## config.mk

```make
export PLATFORM = sky130hd
export DESIGN_NAME = piradspi_resp_tracker
export DESIGN_NICKNAME = d
export VERILOG_FILES = /design/src/rtl/piradspi_resp_tracker.sv
export SDC_FILE = /design/constraint.sdc
export NUM_CORES = 1
export LEC_CHECK = 0
export BUFFER_PORTS_ARGS = -buffer_cell sky130_fd_sc_hd__buf_2
export CAP_MARGIN = 20
export CORE_UTILIZATION = 38
export DETAILED_ROUTE_END_ITERATION = 8
export GPL_TIMING_DRIVEN = 0
export PLACE_DENSITY = 0.54
export RECOVER_POWER = 100
export SKIP_CTS_REPAIR_TIMING = 1
export SYNTH_ARGS = -nofsm -noshare
export SYNTH_HDL_FRONTEND = slang
export SYNTH_SLANG_ARGS = --single-unit
```

## constraint.sdc

```tcl
create_clock -name clk -period 4.1 [get_ports clk]
set_input_delay 0.82 -clock clk [delete_from_list [all_inputs] [get_ports clk]]
set_output_delay 0.82 -clock clk [all_outputs]
set_load 0.05 [all_outputs]
```

## src/rtl/piradspi_resp_tracker.sv

```systemverilog
// Response tracker: matches engine response headers against accepted commands,
// strips the header and forwards the data words tagged with id and tlast.

package piradspi_pkg;
    localparam int unsigned CMD_ID_WIDTH = 8;
    localparam int unsigned MAGIC_WIDTH  = 8;
    localparam logic [MAGIC_WIDTH-1:0] RESPONSE_MAGIC = 8'hA5;
    typedef logic [15:0] xfer_len_t;
endpackage

module piradspi_resp_tracker
    import piradspi_pkg::*;
#(
    parameter int unsigned DATA_WIDTH = 32,
    parameter int unsigned TRK_DEPTH  = 16
) (
    input  logic                             clk,
    input  logic                             rstn,
    input  logic                             trk_valid,
    output logic                             trk_ready,
    input  logic [CMD_ID_WIDTH-1:0]          trk_id,
    input  logic [$bits(xfer_len_t)-1:0]     trk_len,
    input  logic [DATA_WIDTH-1:0]            s_miso_tdata,
    input  logic                             s_miso_tvalid,
    output logic                             s_miso_tready,
    output logic [DATA_WIDTH-1:0]            m_data_tdata,
    output logic                             m_data_tvalid,
    input  logic                             m_data_tready,
    output logic                             m_data_tlast,
    output logic [CMD_ID_WIDTH-1:0]          m_data_tid,
    output logic                             resp_done,
    output logic [CMD_ID_WIDTH-1:0]          resp_done_id,
    output logic                             resp_error,
    output logic [1:0]                       err_code,
    output logic [15:0]                      err_count,
    output logic [$clog2(TRK_DEPTH+1)-1:0]   outstanding
);

    localparam int unsigned LEN_W   = $bits(xfer_len_t);
    localparam int unsigned WORDS_W = LEN_W + 1;
    localparam int unsigned PTR_W   = $clog2(TRK_DEPTH);
    localparam int unsigned CNT_W   = $clog2(TRK_DEPTH + 1);
    localparam int unsigned SHIFT   = $clog2(DATA_WIDTH);

    localparam logic [1:0] ERR_MAGIC  = 2'd1;
    localparam logic [1:0] ERR_ID     = 2'd2;
    localparam logic [1:0] ERR_ORPHAN = 2'd3;

    if (DATA_WIDTH < MAGIC_WIDTH + CMD_ID_WIDTH || (DATA_WIDTH & (DATA_WIDTH - 1)) != 0)
    begin : g_bad_data_width
        $error("DATA_WIDTH must be a power of two holding magic and id");
    end

    typedef enum logic {
        S_HDR,
        S_DATA
    } state_t;

    logic [CMD_ID_WIDTH-1:0] id_mem  [TRK_DEPTH];
    xfer_len_t               len_mem [TRK_DEPTH];
    logic [PTR_W-1:0]        wr_ptr;
    logic [PTR_W-1:0]        rd_ptr;
    logic [CNT_W-1:0]        count;

    state_t                  state;
    logic [WORDS_W-1:0]      remaining;
    logic [CMD_ID_WIDTH-1:0] cur_id;

    logic [MAGIC_WIDTH-1:0]  hdr_magic;
    logic [CMD_ID_WIDTH-1:0] hdr_id;
    logic [WORDS_W-1:0]      hdr_words;
    logic                    push;
    logic                    pop;
    logic                    hdr_fire;
    logic                    data_fire;
    logic                    fifo_empty;
    logic                    magic_ok;
    logic                    err_fire;
    logic [1:0]              err_nxt;

    assign hdr_magic  = s_miso_tdata[DATA_WIDTH-1 -: MAGIC_WIDTH];
    assign hdr_id     = s_miso_tdata[DATA_WIDTH-MAGIC_WIDTH-1 -: CMD_ID_WIDTH];
    assign magic_ok   = (hdr_magic == RESPONSE_MAGIC);

    // Full is judged on the registered count, so a same-cycle pop never frees a slot.
    assign trk_ready  = (count != CNT_W'(TRK_DEPTH));
    assign outstanding = count;
    assign fifo_empty = (count == '0);
    assign push       = trk_valid && trk_ready;

    assign hdr_fire   = (state == S_HDR) && s_miso_tvalid;
    assign data_fire  = (state == S_DATA) && s_miso_tvalid && m_data_tready;
    assign pop        = hdr_fire && magic_ok && !fifo_empty;

    assign hdr_words  = (WORDS_W'(len_mem[rd_ptr]) + WORDS_W'(DATA_WIDTH - 1)) >> SHIFT;

    assign s_miso_tready = (state == S_HDR) || m_data_tready;
    assign m_data_tvalid = (state == S_DATA) && s_miso_tvalid;
    assign m_data_tdata  = s_miso_tdata;
    assign m_data_tlast  = (state == S_DATA) && (remaining == WORDS_W'(1));
    assign m_data_tid    = cur_id;

    always_comb begin
        err_fire = 1'b0;
        err_nxt  = '0;
        if (hdr_fire) begin
            if (!magic_ok) begin
                err_fire = 1'b1;
                err_nxt  = ERR_MAGIC;
            end else if (fifo_empty) begin
                err_fire = 1'b1;
                err_nxt  = ERR_ORPHAN;
            end else if (hdr_id != id_mem[rd_ptr]) begin
                err_fire = 1'b1;
                err_nxt  = ERR_ID;
            end
        end
    end

    always_ff @(posedge clk) begin
        if (push) begin
            id_mem[wr_ptr]  <= trk_id;
            len_mem[wr_ptr] <= trk_len;
        end
    end

    always_ff @(posedge clk or negedge rstn) begin
        if (!rstn) begin
            wr_ptr <= '0;
            rd_ptr <= '0;
            count  <= '0;
        end else begin
            if (push) begin
                wr_ptr <= wr_ptr + PTR_W'(1);
            end
            if (pop) begin
                rd_ptr <= rd_ptr + PTR_W'(1);
            end
            case ({push, pop})
                2'b10:   count <= count + CNT_W'(1);
                2'b01:   count <= count - CNT_W'(1);
                default: count <= count;
            endcase
        end
    end

    always_ff @(posedge clk or negedge rstn) begin
        if (!rstn) begin
            resp_error <= 1'b0;
            err_code   <= '0;
            err_count  <= '0;
        end else begin
            resp_error <= err_fire;
            if (err_fire) begin
                err_code <= err_nxt;
                if (err_count != '1) begin
                    err_count <= err_count + 16'd1;
                end
            end
        end
    end

    always_ff @(posedge clk or negedge rstn) begin
        if (!rstn) begin
            state        <= S_HDR;
            remaining    <= '0;
            cur_id       <= '0;
            resp_done    <= 1'b0;
            resp_done_id <= '0;
        end else begin
            resp_done <= 1'b0;
            case (state)
                S_HDR: begin
                    // An id mismatch still consumes the head entry; the received id tags the data.
                    if (pop) begin
                        cur_id <= hdr_id;
                        if (hdr_words == '0) begin
                            resp_done    <= 1'b1;
                            resp_done_id <= hdr_id;
                        end else begin
                            remaining <= hdr_words;
                            state     <= S_DATA;
                        end
                    end
                end
                S_DATA: begin
                    if (data_fire) begin
                        remaining <= remaining - WORDS_W'(1);
                        if (remaining == WORDS_W'(1)) begin
                            resp_done    <= 1'b1;
                            resp_done_id <= cur_id;
                            state        <= S_HDR;
                        end
                    end
                end
                default: state <= S_HDR;
            endcase
        end
    end

endmodule

```

[Word level (Yosys, flattened, before mapping)]
Memory sizes are Yosys's and may differ from the RTL's.
Cells that the tools add are included.
Word-level totals
  bits in writable memories: 384
  word-level logic and storage cells: 79
  output and inout port bits: 77
  memories: 2
  register bits after elaboration: 67
  bits in latches: 0
  ROM bits: 0
  input port bits: 61
Operators by class
  div/mod/pow operators: 0
  reductions and logical operators: 16
  equality and inequality tests: 12
  mux-type cells: 30
  $lt $le $gt $ge: 0
  add/subtract/negate cells: 7
  bitwise operators: 1
  $mul: 0
  shift operators: 0
Memories
  len_mem: depth 16, bits a word 16, read ports 1, clocked after memory_dff 0, write ports 1, line 60  | xfer_len_t len_mem [TRK_DEPTH];
  id_mem: depth 16, bits a word 8, read ports 1, clocked after memory_dff 0, write ports 1, line 59  | logic [CMD_ID_WIDTH-1:0] id_mem [TRK_DEPTH];
Operator list (number)
  2-to-1 mux 17 bit: 3
  one-hot mux 17 bit (2 select lines): 1
  2-to-1 mux 8 bit: 4
  adder 16 x 5 -> 17 bit, second input constant: 1
  equality test 17 x 1 -> 1 bit, second input constant: 1
  logical NOT 17 bit: 1
  subtractor 17 x 1 -> 17 bit, second input constant: 1
  adder 16 x 1 -> 16 bit, second input constant: 1
  inequality test 16 bit, second input constant: 1
  one-hot mux 8 bit (2 select lines): 1
  2-to-1 mux 1 bit: 14
  one-hot mux 5 bit (2 select lines): 1
  adder 4 x 1 -> 4 bit, second input constant: 2
  equality test 8 bit, second input constant: 1
  2-to-1 mux 2 bit: 4
  inequality test 8 bit: 1
  logical AND 1 bit: 7
  inequality test 2 x 1 -> 1 bit, second input constant: 3
  adder 5 x 1 -> 5 bit, second input constant: 1
  logical NOT 5 bit: 1
  inequality test 5 bit, second input constant: 1
  subtractor 5 x 1 -> 5 bit, second input constant: 1
  inequality test 2 bit, second input constant: 2
  one-hot mux 1 bit (2 select lines): 2
  9 further kinds: 10

[Depth between registers and ports, before layout]
Gate-level depths: netlist of the first run.
An unclocked memory read counts as a cell.
  depth after elaboration: 7
  mapped depth: 16
  gate-level depth less buffers: 13

[Least setup slack after synthesis of the first run]
Ideal clock, no wire load.
  path type: flip-flop to flip-flop
  start: reg count[1] (netlist: outstanding[1])
  end: mem id_mem[3][0] (enable)
  cell stages (with the launch flop): 7
  arrival time: 3.489 ns
  library setup time: 0.435 ns
  path buffers: 1
  clock period less this slack: 3.924 ns
  data required time: 3.665 ns
  path slack: 0.176 ns
  cells stage by stage: dfrtp_1 nor4_1 nand2_1 and2_1 clkbuf_1 nand2_1 nor3_1
On the way
  word-level cells in the longest chain between the ends: 4
RTL lines
  start: declaration: line 63  | logic [CNT_W-1:0] count;
  start signal: assignment: line 140  | 2'b10: count <= count + CNT_W'(1);
  start signal: assignment: line 141  | 2'b01: count <= count - CNT_W'(1);
  start signal: assignment: line 142  | default: count <= count;
  inequality test 5 bit: line 86  | assign trk_ready = (count != CNT_W'(TRK_DEPTH));
  via trk_ready: line 20  | output logic trk_ready,
  logical AND 1 bit: line 89  | assign push = trk_valid && trk_ready;
  2-to-1 mux 1 bit: line 121  | if (push) begin
  2-to-1 mux 1 bit (implied by the code): line 122  | id_mem[wr_ptr] <= trk_id;
  end: declaration: line 59
The timed path passes the listed nets, and every way through them passes these cells.

[Worst setup path after layout of the first run]
  start: reg rd_ptr[1]
  end: reg remaining[7]
On the way
  word-level cells in the longest chain between the ends: 5
  elaborated cells on any way between the ends: 8
  those cells by class: add/sub (1); eq/ne (1); mux (3); reduce/logical (2); memory (1)
RTL lines
  start: declaration: line 62  | logic [PTR_W-1:0] rd_ptr;
  start signal: assignment: line 137  | rd_ptr <= rd_ptr + PTR_W'(1);
  memory read (16 x 16 bit) *
  adder 16 x 5 -> 17 bit *: line 95  | assign hdr_words = (WORDS_W'(len_mem[rd_ptr]) + WORDS_W'(DATA_WIDTH - 1)) >> SHIFT;
  logical NOT 17 bit or 2-to-1 mux 17 bit (tied branches): line 177  | if (hdr_words == '0) begin
  inequality test 2 bit (no source line) or 2-to-1 mux 17 bit (tied branches)
  AND reduction 3 bit (no source line) or one-hot mux 17 bit (2 select lines) (tied branches)
  end signal: assignment: line 181  | remaining <= hdr_words;
  end signal: assignment: line 188  | remaining <= remaining - WORDS_W'(1);
  end: declaration: line 66  | logic [WORDS_W-1:0] remaining;
Every way passes the cells marked *; elsewhere a longest branch is shown, timed or not. The select of a mux whose other input is x is not followed.
A chain may end at the register's enable or synchronous reset.

==> run summary, run 1 <==
TritonCTS built the clock tree. The final layout contains routed wiring with a total length of 44.7 mm. The worst setup path is captured at a register. Power density over the cells: 546 mW/mm^2. Setup violations remaining at the end of the flow were counted as 0. Category of the most critical setup path: register to register. The H-tree was split into 2 levels. The clock tree skew after final layout came out at 0.0184 ns. The most used flip-flop cell after synthesis was edfxtp_1.

The initial standard-cell utilization of the core is 0.388. For this design, the slowest cell found on the critical path is mux4_2. The critical path contains buffers and inverters numbering 5 combined.

The tools report the number of failing hold endpoints at the final stage as 0. The average via count per standard cell works out to 5.34. The half-perimeter wire length of the detailed placement result came out at 29.3 mm. The clock reaches the later pin of the worst-skew pair after 0.59 ns. Data arrives at the worst endpoint at 4.41 ns. The switching fraction of total power is 0.270, and the total leakage power is 7.27 nW. The checks that failed: max-capacitance violations, max-slew violations. Averaged over all synthesized cells, the footprint is 17.7 sq um. The run gives 202 as the count of pins over their slew limit. For the worst slew margin relative to its limit, the log shows -0.199.

Setup repair after global routing left no endpoint under its margin. By instance count, the cell type seen most on the critical path is buf_4. The number of vias after detailed routing is 10,100, and the post-synthesis sequential area ratio is 0.711. In the final design database the tool counted 1,322 nets. Across the run, the number of max-cap violations was 11.

The shortest clock period the worst path allows after layout works out to 3.93 ns. The most common cell in the synthesized netlist is edfxtp_1. During synthesis, Yosys emitted a total of 0 warnings. In this run the deepest clock path goes through 3 buffers. 0 antenna diodes ended up in the layout. The run gives 0.0498 sq mm as the overall die area.

Setup total negative slack on the finished layout was measured at 0 ns. Static timing analysis puts the maximum clock frequency at 254 MHz. Number of standard cells after synthesis: 1,051. The min-delay analysis places its worst path in the category register to register.

Post-synthesis cell type with the largest combined area: edfxtp_1. The detail route stage leaves a number of antenna-violating nets equal to 0. For the cell-internal power, the log shows 8.57 mW. The maximum net fanout on the critical path works out to 10. The wire length per cell after detailed routing is 23.5 um. The critical path goes through buf_4, buf_4, clkbuf_4, mux4_2, mux4_2, nor4_1, nand4b_1, a211oi_4, buf_4, clkbuf_1, o31ai_1, a31o_1. The violation count after the first detailed-route iteration is 1,055. From left edge to right edge, the die measures 223 um.

The tools report the worst endpoint required time as 4.58 ns. Ranked by total cell area, the synthesized netlist is headed by edfxtp_1 (62%), mux4_2 (11%), dfrtp_1 (9.0%). First-pass GRT wire length: 66.8 mm. The async set-reset flop share out of synthesis is 0.149, and the transition time at the pin with the least slew margin is 1.80 ns.

The tools report the number of filler cells placed in the layout as 4,219. The tools report the standard-cell row count as 80. The gate family responsible for the most delay along the worst path is buffers and inverters. The kind of launch point of the worst setup path is a register. The worst slack on hold paths was 0.485 ns; the largest stage delay on the critical path was 0.60 ns.

The die span in y came out at 223 um. The count of buffers added on input and output ports is 121. The clock buffer count from CTS came out at 48. The share of final-layout standard cells stronger than drive strength 1 was 0.208.

For the clock power share, the log shows 0.365. The number of synthesized register bits is 451, and the clock sink count is 451. The worst voltage drop across the vdd grid came out at 0.000316 V. The register clock-pin slew on the reported worst setup and hold paths was 0.06 ns; the weighted congestion at the end of routability-driven global placement was 0.801. The pin count of the biggest net entering global routing was 38; the mapped cell area was 0.0186 sq mm.

Counting every net in the synthesized netlist gives 1,125. For this design the top-level I/O count stands at 138. The initial antenna violation count is 2. The run gives 0.487 as the sequential group share of total power. Summed over all layers, the global routing overflow is 0. The share of the core filled with cells in the final layout is 0.448, and the number of enable-type register cells in the synthesized netlist is 384. The post-route fraction of the period consumed by the critical path was 0.959. The synthesized netlist contains 67 unique library cells. The via count of the first global-routing pass was 10,200; the growth of design area from synthesis to finish was 15.6%. For the combinational cell fraction of total power, the log shows 0.147. Before antenna repair, the detailed router went through 7 iterations.

The run finished, with violations left. The total area inside the core boundary comes to 0.0479 sq mm. Sorting the synthesized cells by how often they occur yields edfxtp_1 (384), mux4_2 (92), nand2_1 (81). The area share of the largest cell type after synthesis works out to 0.621.

In this run the power spent charging and discharging nets is 3.16 mW. Total routing usage reported by global routing: 0.184. The cell sitting at the root of the clock tree is a clkbuf_16. For this run, design rule violations remaining after detail routing come to 0.
[power by group through the flow]
stage	sequential (mW)	clock, mW	combinational [mW]
3_5_place_dp	5.80	0	1.95
3_3_place_gp	5.82	0	1.72
4_1_cts	5.71	4.37	1.96
2_1_floorplan	5.97	0	0.978
5_1_grt	5.77	4.54	1.89
6_report	5.72	4.28	1.73
[worst paths after layout]
path	startpoint	endpoint	slack [ns]	cells past startpoint
max	rd_ptr[1]	remaining[7]	0.17	12
min	m_data_tid[3]	m_data_tid[3]	0.48	2
max reg2reg	rd_ptr[1]	remaining[7]	0.17	12
min reg2reg	m_data_tid[3]	m_data_tid[3]	0.48	2
max in group asynchronous	rstn	rd_ptr[2]	0.78	2
min in group asynchronous	rstn	remaining[16]	0.68	1
[cell usage in the layout, fill, tap and decap left out, types with 24 or more instances in the layout]
master and n:
buf_4 42, mux4_2 92, nand2_1 81, buf_2 26
dfrtp_1 66, clkbuf_1 140, clkbuf_16 48, nor2_1 48
xnor2_1 24, edfxtp_1 384
[routing by layer]
layer | routed length, um | share of wire | track usage | vias up
met1 | 20200 | 0.45 | 0.261 | 5281
met5 | 14 | 0.00031 | 0 | -
met4 | 952 | 0.021 | 0.0536 | 2
li1 | - | - | - | 4499
met2 | 20900 | 0.47 | 0.290 | 293
met3 | 2590 | 0.058 | 0.0320 | 61
[state kept, by name, indices dropped and copies added (netlist names), 5 cells and up]
| signal | cells |
|---|---|
| err_count | 16 |
| id_mem | 128 |
| len_mem | 256 |
| m_data_tid | 8 |
| outstanding | 5 |
| remaining | 17 |
| resp_done_id | 8 |
[worst register-to-register path, delay by kind of cell, from the launching register on]
family	cells	cell delay (ns)
multiplexers	2	0.95
buffers and inverters	5	1.20
flip-flops	1	0.45
AO/OA/AOI/OAI	3	0.70
AND/OR/NAND/NOR	2	0.54
[stage by stage]
| stage | cell area (sq um) | setup slack [ns] | instances | power, mW |
|---|---|---|---|---|
| 2_1_floorplan | 18600 | 0.176 | 1051 | 6.95 |
| 3_3_place_gp | 20000 | -2.06 | 1787 | 7.54 |
| 3_5_place_dp | 20500 | -0.386 | 1812 | 7.75 |
| 4_1_cts | 22000 | -0.373 | 1898 | 12.0 |
| 5_1_grt | 21500 | 0.0103 | 1899 | 12.2 |
| 6_report | 21500 | 0.168 | 1899 | 11.7 |
[cell type report]
cell class / count / area, sq um / share of cell area
timing repair buffer: 148 / 604 / 0.0281
inverter: 18 / 67.6 / 0.00315
tap: 615 / 769 / 0.0358
sequential: 451 / 13200 / 0.615
clock buffer: 58 / 1240 / 0.0577
clock inverter: 28 / 297 / 0.0138
multi-input combinational: 506 / 4770 / 0.222
buffer: 75 / 527 / 0.0245
[logic make-up after synthesis]
family	synth area share
AO/OA/AOI/OAI	0.0321
XOR/XNOR	0.0207
adder cells (fa/ha/maj)	0.00916
buffers and inverters	0.0312
flip-flops	0.711
multiplexers	0.131
AND/OR/NAND/NOR	0.0646
Power figures use the tool's default switching activity.
==> run 2, diff against run 1 <==
CORE_UTILIZATION = 55   (was 38)
MAX_ROUTING_LAYER = met4   (was unset)
PLACE_DENSITY = 0.73   (was 0.54)
==> run 2 against run 1 <==
  * The run still ends with max-capacitance violations, max-slew violations left
  * Critical endpoint is now remaining[4]
  * Hold slack gained 0.0045 ns
  * Setup slack got worse by 0.016 ns
  * Global-route usage up 7.2 points
  * Sequential power about the same
  * Largest power group unchanged
  * Via count is 1.9% higher
  * Cell count fell by 9.6%
  * Sequential share of layout area rose by 0.85 points
  * First-iteration DRC count decreased by 2.1%
  * Clock power shrank 4%
  * Critical path type unchanged
  * Wire length is 6.9% lower
  * Utilization is 20 points higher
==> run summary, run 2 (synthesis results as in run 1) <==
The flow ran to the end, but the final reports show violations. Failing checks: max-capacitance violations, max-slew violations (unchanged). The worst voltage drop across the vdd grid is 0.000426 V (was 0.000316 V), and the register clock-pin slew on the reported worst setup and hold paths is 0.06 ns (about the same). The tools report the worst slew margin relative to its limit as -0.140 (was -0.199). Type of destination of the critical path: a register (unchanged). Kind of path behind the tightest hold check: register to register (unchanged). The worst slack on hold paths came out at 0.489 ns (was 0.485 ns).

For the deepest clock path buffer count, the log shows 3 (unchanged). Register name with the most flops: len_mem (unchanged). The first-pass GRT wire length came out at 61.6 mm (was 66.8 mm). The count of pins over their slew limit was 87 (was 202); the die span in y was 186 um (was 223 um). The tools report the net count reported at finish as 1,316 (was 1,322). The logs give 0 (was 2) for the initial antenna violation count and 41.6 mm (was 44.7 mm) for the total wire length after detailed routing.

The overall die area was 0.0345 sq mm (was 0.0498 sq mm); the clock buffer count from CTS was 45 (was 48). The achievable clock frequency came out at 253 MHz (was 254 MHz). Setup repair after global routing left no endpoint under its margin. The worst-skew pair later-pin latency was 0.54 ns (was 0.59 ns).

Root cell of the clock tree: clkbuf_16 (unchanged). Category of the most critical setup path: register to register (unchanged). The CTS H-tree depth is 2 (unchanged). The maximum net fanout on the critical path came out at 10 (unchanged). Total of buffers placed on input and output ports: 121 (unchanged). The shortest clock period the worst path allows after layout came out at 3.95 ns (was 3.93 ns). The tools report the count of TritonRoute iterations in the first routing pass as 5 (was 7). The DRC violation count after routing is 0 (unchanged). The worst-case setup slack after placement came out at -0.223 ns (was -0.386 ns). The average via count per standard cell was 6.02 (was 5.34).

The number of flip-flops in the largest register is 256 (unchanged). Most frequent standard cell in the layout excluding fill and tap cells: edfxtp_1 (unchanged). The worst path setup slack after routing came out at 0.152 ns (was 0.168 ns).

The number of vias after detailed routing is 10,300 (was 10,100). For the initial standard-cell utilization of the core, the log shows 0.565 (was 0.388). Most used cells in the layout excluding fill and tap cells: edfxtp_1 (384), clkbuf_1 (141), mux4_2 (92) (was edfxtp_1 (384), clkbuf_1 (140), mux4_2 (92)). The wire length per cell after detailed routing came out at 24.2 um (was 23.5 um). The tools report the total routing usage reported by global routing as 0.255 (was 0.184). TritonCTS built the clock tree. The kind of launch point of the worst setup path is a register (unchanged). The logs give 4.38 ns (was 4.41 ns) for the data arrival at the endpoint of the critical path and 0 (unchanged) for the total setup violations reported at the end of the flow. The run gives 66 (was 80) as the standard-cell row count.

The clock tree skew after final layout is 0.0127 ns (was 0.0184 ns), and the total leakage power is 7.26 nW (was 7.27 nW). The share of final-layout standard cells stronger than drive strength 1 is 0.200 (was 0.208), and the power density over the cells is 546 mW/mm^2 (about the same). The run gives 451 (unchanged) as the clock sink count. Biggest registers after layout: len_mem (256), id_mem (128), remaining (17) (unchanged). The violation count after the first detailed-route iteration was 1,033 (was 1,055); the number of failing hold endpoints at the final stage was 0 (unchanged).

The half-perimeter wire length of the detailed placement result was 27.6 mm (was 29.3 mm). The pin count of the biggest net entering global routing is 68 (was 38), and the growth of design area from synthesis to finish is 14.0% (was 15.6%). The max-cap violation count was 3 (was 11); the core area was 0.0329 sq mm (was 0.0479 sq mm). The total congestion overflow is 0 (unchanged), and the post-route fraction of the period consumed by the critical path is 0.963 (was 0.959). The transition time at the pin with the least slew margin was 1.71 ns (was 1.80 ns). The via count of the first global-routing pass came out at 10,100 (was 10,200). The worst endpoint required time was 4.53 ns (was 4.58 ns); the number of antenna-violating nets in the routed design was 0 (unchanged). The tools report the number of placed I/O pins as 138 (unchanged).

The weighted congestion at the end of routability-driven global placement is 0.847 (was 0.801), and the die boundary width is 186 um (was 223 um).
[run 2: where the power goes]
part / switching (mW) / internal (mW) / total [mW]
sequential: 0.219 / 5.51 / 5.73
combinational: 1.17 / 0.538 / 1.71
clock: 1.64 / 2.49 / 4.13
[run 2: worst paths after layout]
kind	slack [ns]	startpoint	cells after the start	endpoint
max	0.15	rd_ptr[1]	10	remaining[4]
min	0.49	remaining[14]	1	remaining[14]
max reg2reg	0.15	rd_ptr[1]	10	remaining[4]
min reg2reg	0.49	remaining[14]	1	remaining[14]
max in group asynchronous	2.25	rstn	1	rd_ptr[2]
min in group asynchronous	0.71	rstn	1	outstanding[1]
[run 2: layer usage]
layer	up-vias	track usage	share of wire
li1	4483	-	-
met1	5220	0.346	0.40
met2	549	0.399	0.48
met3	77	0.0499	0.093
met4	0	0.0711	0.022
met5	-	-	0
[run 2: final cells by class]
type	instances	area, sq um
Antenna cell	2	5.00
Buffer	74	510
Clock buffer	56	1190
Clock inverter	22	285
Fill cell	2335	11700
Inverter	18	67.6
Multi-Input combinational cell	506	4760
Sequential cell	451	13200
Tap cell	442	553
Timing Repair Buffer	146	609
[run 2: critical path: stages (launching register included)]
cell      delay (ns)
dfrtp_1         0.48
buf_4           0.27
clkbuf_4        0.32
clkbuf_4        0.31
mux4_2          0.34
mux4_2          0.57
nor4_1          0.31
nand4b_1        0.24
a211oi_4        0.42
o21ai_1         0.26
o221a_1         0.31
[run 2: through the flow]
stage,instance area (sq um),utilization,power (mW),TNS (ns),cells
3_5_place_dp,20300,0.618,7.73,-4.88,1638
6_report,21200,0.645,11.6,0,1717
4_1_cts,21800,0.663,11.8,-6.21,1716
5_1_grt,21200,0.645,12.0,0,1715
2_1_floorplan,18600,-,6.95,0,1051
3_3_place_gp,19700,0.601,7.48,-226.52,1614
==> run 3, diff against run 2 <==
MAX_ROUTING_LAYER = unset   (was met4)
==> run 3 against run 2 <==
  * The flow still finishes with violations (max-capacitance violations, max-slew violations)
  * Register-to-register slack about the same
  * Critical path depth unchanged
  * Die area unchanged
  * Sequential share of layout area about the same
  * Hold slack worse by 0.0013 ns
  * Cell count about the same
  * Setup slack worse by 0.0066 ns
  * Non-clock buffer count unchanged
  * Design area about the same
  * Utilization about the same
  * Clock-buffer cell count unchanged
  * Largest cell class unchanged
  * Largest power group unchanged
==> run summary, run 3 (synthesis results as in run 1) <==
Average via count per standard cell: 6.00 (was 6.02). The number of buffers and inverters on the critical path is 3 (unchanged), and the number of flip-flops in the largest register is 256 (unchanged). The achievable clock frequency is 253 MHz (about the same). TritonCTS built the clock tree. The worst-skew pair later-pin latency is 0.54 ns (about the same). The deepest clock path buffer count came out at 3 (unchanged). Failing checks: max-capacitance violations, max-slew violations (unchanged). The largest stage delay on the critical path works out to 0.58 ns (was 0.57 ns). The total routing usage reported by global routing is 0.248 (was 0.255), and the register clock-pin slew on the reported worst setup and hold paths is 0.06 ns (about the same). For the standard-cell row count, the log shows 66 (unchanged). The logs give 972 (was 1,033) for the violation count after the first detailed-route iteration and 0 (unchanged) for the number of failing hold endpoints at the final stage.

The tools report the destination of the worst hold path as remaining[14] (unchanged). The logs give 0.15 ns (about the same) for the slack of the worst reg-to-reg path and 41.5 mm (was 41.6 mm) for the total wire length after detailed routing. The number of placed I/O pins is 138 (unchanged).

The worst voltage drop across the vdd grid is 0.000424 V (was 0.000426 V), and the share of final-layout standard cells stronger than drive strength 1 is 0.200 (unchanged). The wire length per cell after detailed routing is 24.2 um (about the same), and the maximum net fanout on the critical path is 10 (unchanged). For the share of the core filled with cells in the final layout, the log shows 0.645 (about the same).

The run gives 0.488 ns (was 0.489 ns) as the worst slack on hold paths. The end of the worst register-to-register path was remaining[4] (unchanged). DRC violation count after routing: 0 (unchanged). The net count reported at finish was 1,316 (unchanged); the clock sink count was 451 (unchanged).

The kind of path behind the tightest hold check is register to register (unchanged). The tools report the worst endpoint required time as 4.53 ns (about the same). The category of the most critical setup path was register to register (unchanged).

The run gives 7.26 nW (unchanged) as the total leakage power. The core area came out at 0.0329 sq mm (unchanged). The worst reg-to-reg path cell count came out at 10 (unchanged). The total of buffers placed on input and output ports was 121 (unchanged). The worst path setup slack after routing came out at 0.145 ns (was 0.152 ns).

Cell-by-cell listing of the critical path: buf_4, clkbuf_4, clkbuf_4, mux4_2, mux4_2, nor4_1, nand4b_1, a211oi_4, o21ai_1, o221a_1 (unchanged). Register name with the most flops: len_mem (unchanged). The most frequent standard cell in the layout excluding fill and tap cells is edfxtp_1 (unchanged).

The run gives 7 (was 5) as the count of TritonRoute iterations in the first routing pass. The kind of launch point of the worst setup path was a register (unchanged). The tools report the via count of the first global-routing pass as 10,200 (was 10,100). Setup repair after global routing left no endpoint under its margin. The number of antenna-violating nets in the routed design is 0 (unchanged), and the first-pass GRT wire length is 61.6 mm (about the same). The run gives 2,334 (was 2,335) as the number of filler cells placed in the layout.

The max-cap violation count came out at 3 (unchanged). The root cell of the clock tree is clkbuf_16 (unchanged). The initial antenna violation count came out at 0 (unchanged). Number of vias after detailed routing: 10,300 (about the same). Biggest registers after layout: len_mem (256), id_mem (128), remaining (17) (unchanged). The summed area of non-filler cells in the final layout was 0.0212 sq mm (about the same); the count of pins over their slew limit was 87 (unchanged). The run finished, with violations left. The logs give 0.0203 sq mm (unchanged) for the placement-stage cell area and 0.565 (unchanged) for the initial standard-cell utilization of the core. The launching element of the worst setup path is rd_ptr[1] (unchanged). The run gives 0 (unchanged) as the total setup violations reported at the end of the flow. Critical hold path startpoint: remaining[14] (unchanged). The die span in y is 186 um (unchanged), and the worst slew margin relative to its limit is -0.122 (was -0.140).

For the CTS H-tree depth, the log shows 2 (unchanged). The shortest clock period the worst path allows after layout works out to 3.95 ns (about the same). The tools report the data arrival at the endpoint of the critical path as 4.38 ns (about the same).

The worst-case setup slack after placement came out at -0.223 ns (unchanged). For the clock tree skew after final layout, the log shows 0.0133 ns (was 0.0127 ns). The critical-path cell with the highest stage delay was mux4_2 (unchanged).

For the total congestion overflow, the log shows 0 (unchanged). Power density over the cells: 546 mW/mm^2 (about the same). The overall die area was 0.0345 sq mm (unchanged).

The instance count along the most critical hold path was 1 (unchanged); the pin count of the biggest net entering global routing was 68 (unchanged). The type of destination of the critical path is a register (unchanged). The weighted congestion at the end of routability-driven global placement is 0.835 (was 0.847), and the clock buffer count from CTS is 45 (unchanged). Worst reg2reg path startpoint: rd_ptr[1] (unchanged). The growth of design area from synthesis to finish is 14.0% (about the same). The transition time at the pin with the least slew margin was 1.68 ns (was 1.71 ns).

Most used cells in the layout excluding fill and tap cells: edfxtp_1 (384), clkbuf_1 (141), mux4_2 (92) (unchanged). The half-perimeter wire length of the detailed placement result was 27.6 mm (unchanged). The die boundary width is 186 um (unchanged). The post-route fraction of the period consumed by the critical path came out at 0.965 (was 0.963). The gate family responsible for the most delay along the worst path was compound AO/OA/AOI/OAI gates (unchanged).
-- run 3: worst max path at each step --
stage	end	slack (ns)	cells after the start
2_1_floorplan	id_mem[3][0]	0.18	6
3_3_place_gp	len_mem[3][0]	-1.94	5
3_5_place_dp	resp_done_id[2]	-0.22	11
4_1_cts	resp_done_id[3]	-0.27	11
5_1_grt	remaining[8]	0.01	11
6_report	remaining[4]	0.15	10
-- run 3: worst register-to-register path: cells and delay by family, from the launching register on --
family,cells,cell delay [ns]
compound gates,3,0.99
buf+inv,3,0.92
mux,2,0.91
simple gates,2,0.55
flops,1,0.47
-- run 3: final cells by class --
type	instances	area [sq um]	area share
clock inverters	22	285	0.0135
flip-flops and latches	451	13200	0.623
diodes	1	2.50	0.000118
clock buffers	56	1190	0.0561
plain buffers	74	510	0.0241
well taps	442	553	0.0261
repair buffers	146	609	0.0288
inverters	18	67.6	0.00319
multi-input cells	506	4760	0.225
-- run 3: through the flow --
stage / power [mW] / instances / TNS, ns
6_report: 11.6 / 1716 / 0
5_1_grt: 12.0 / 1715 / 0
4_1_cts: 11.8 / 1716 / -6.21
3_5_place_dp: 7.73 / 1638 / -4.88
3_3_place_gp: 7.48 / 1614 / -226.52
2_1_floorplan: 6.95 / 1051 / 0
-- run 3: routing by layer --
layer | up-vias | track usage | wire length, um
met4 | 0 | 0.0711 | 960
li1 | 4475 | - | -
met2 | 552 | 0.398 | 19800
met3 | 72 | 0.0495 | 3860
met5 | - | 0 | 0
met1 | 5195 | 0.347 | 16800
-- run 3: where the power goes --
group          total, mW  leakage, nW  switching, mW  internal (mW)
Combinational       1.71         2.21           1.17          0.538
Sequential          5.73         4.34          0.217           5.51
Clock               4.13        0.714           1.64           2.49
Total               11.6         7.26           3.03           8.53
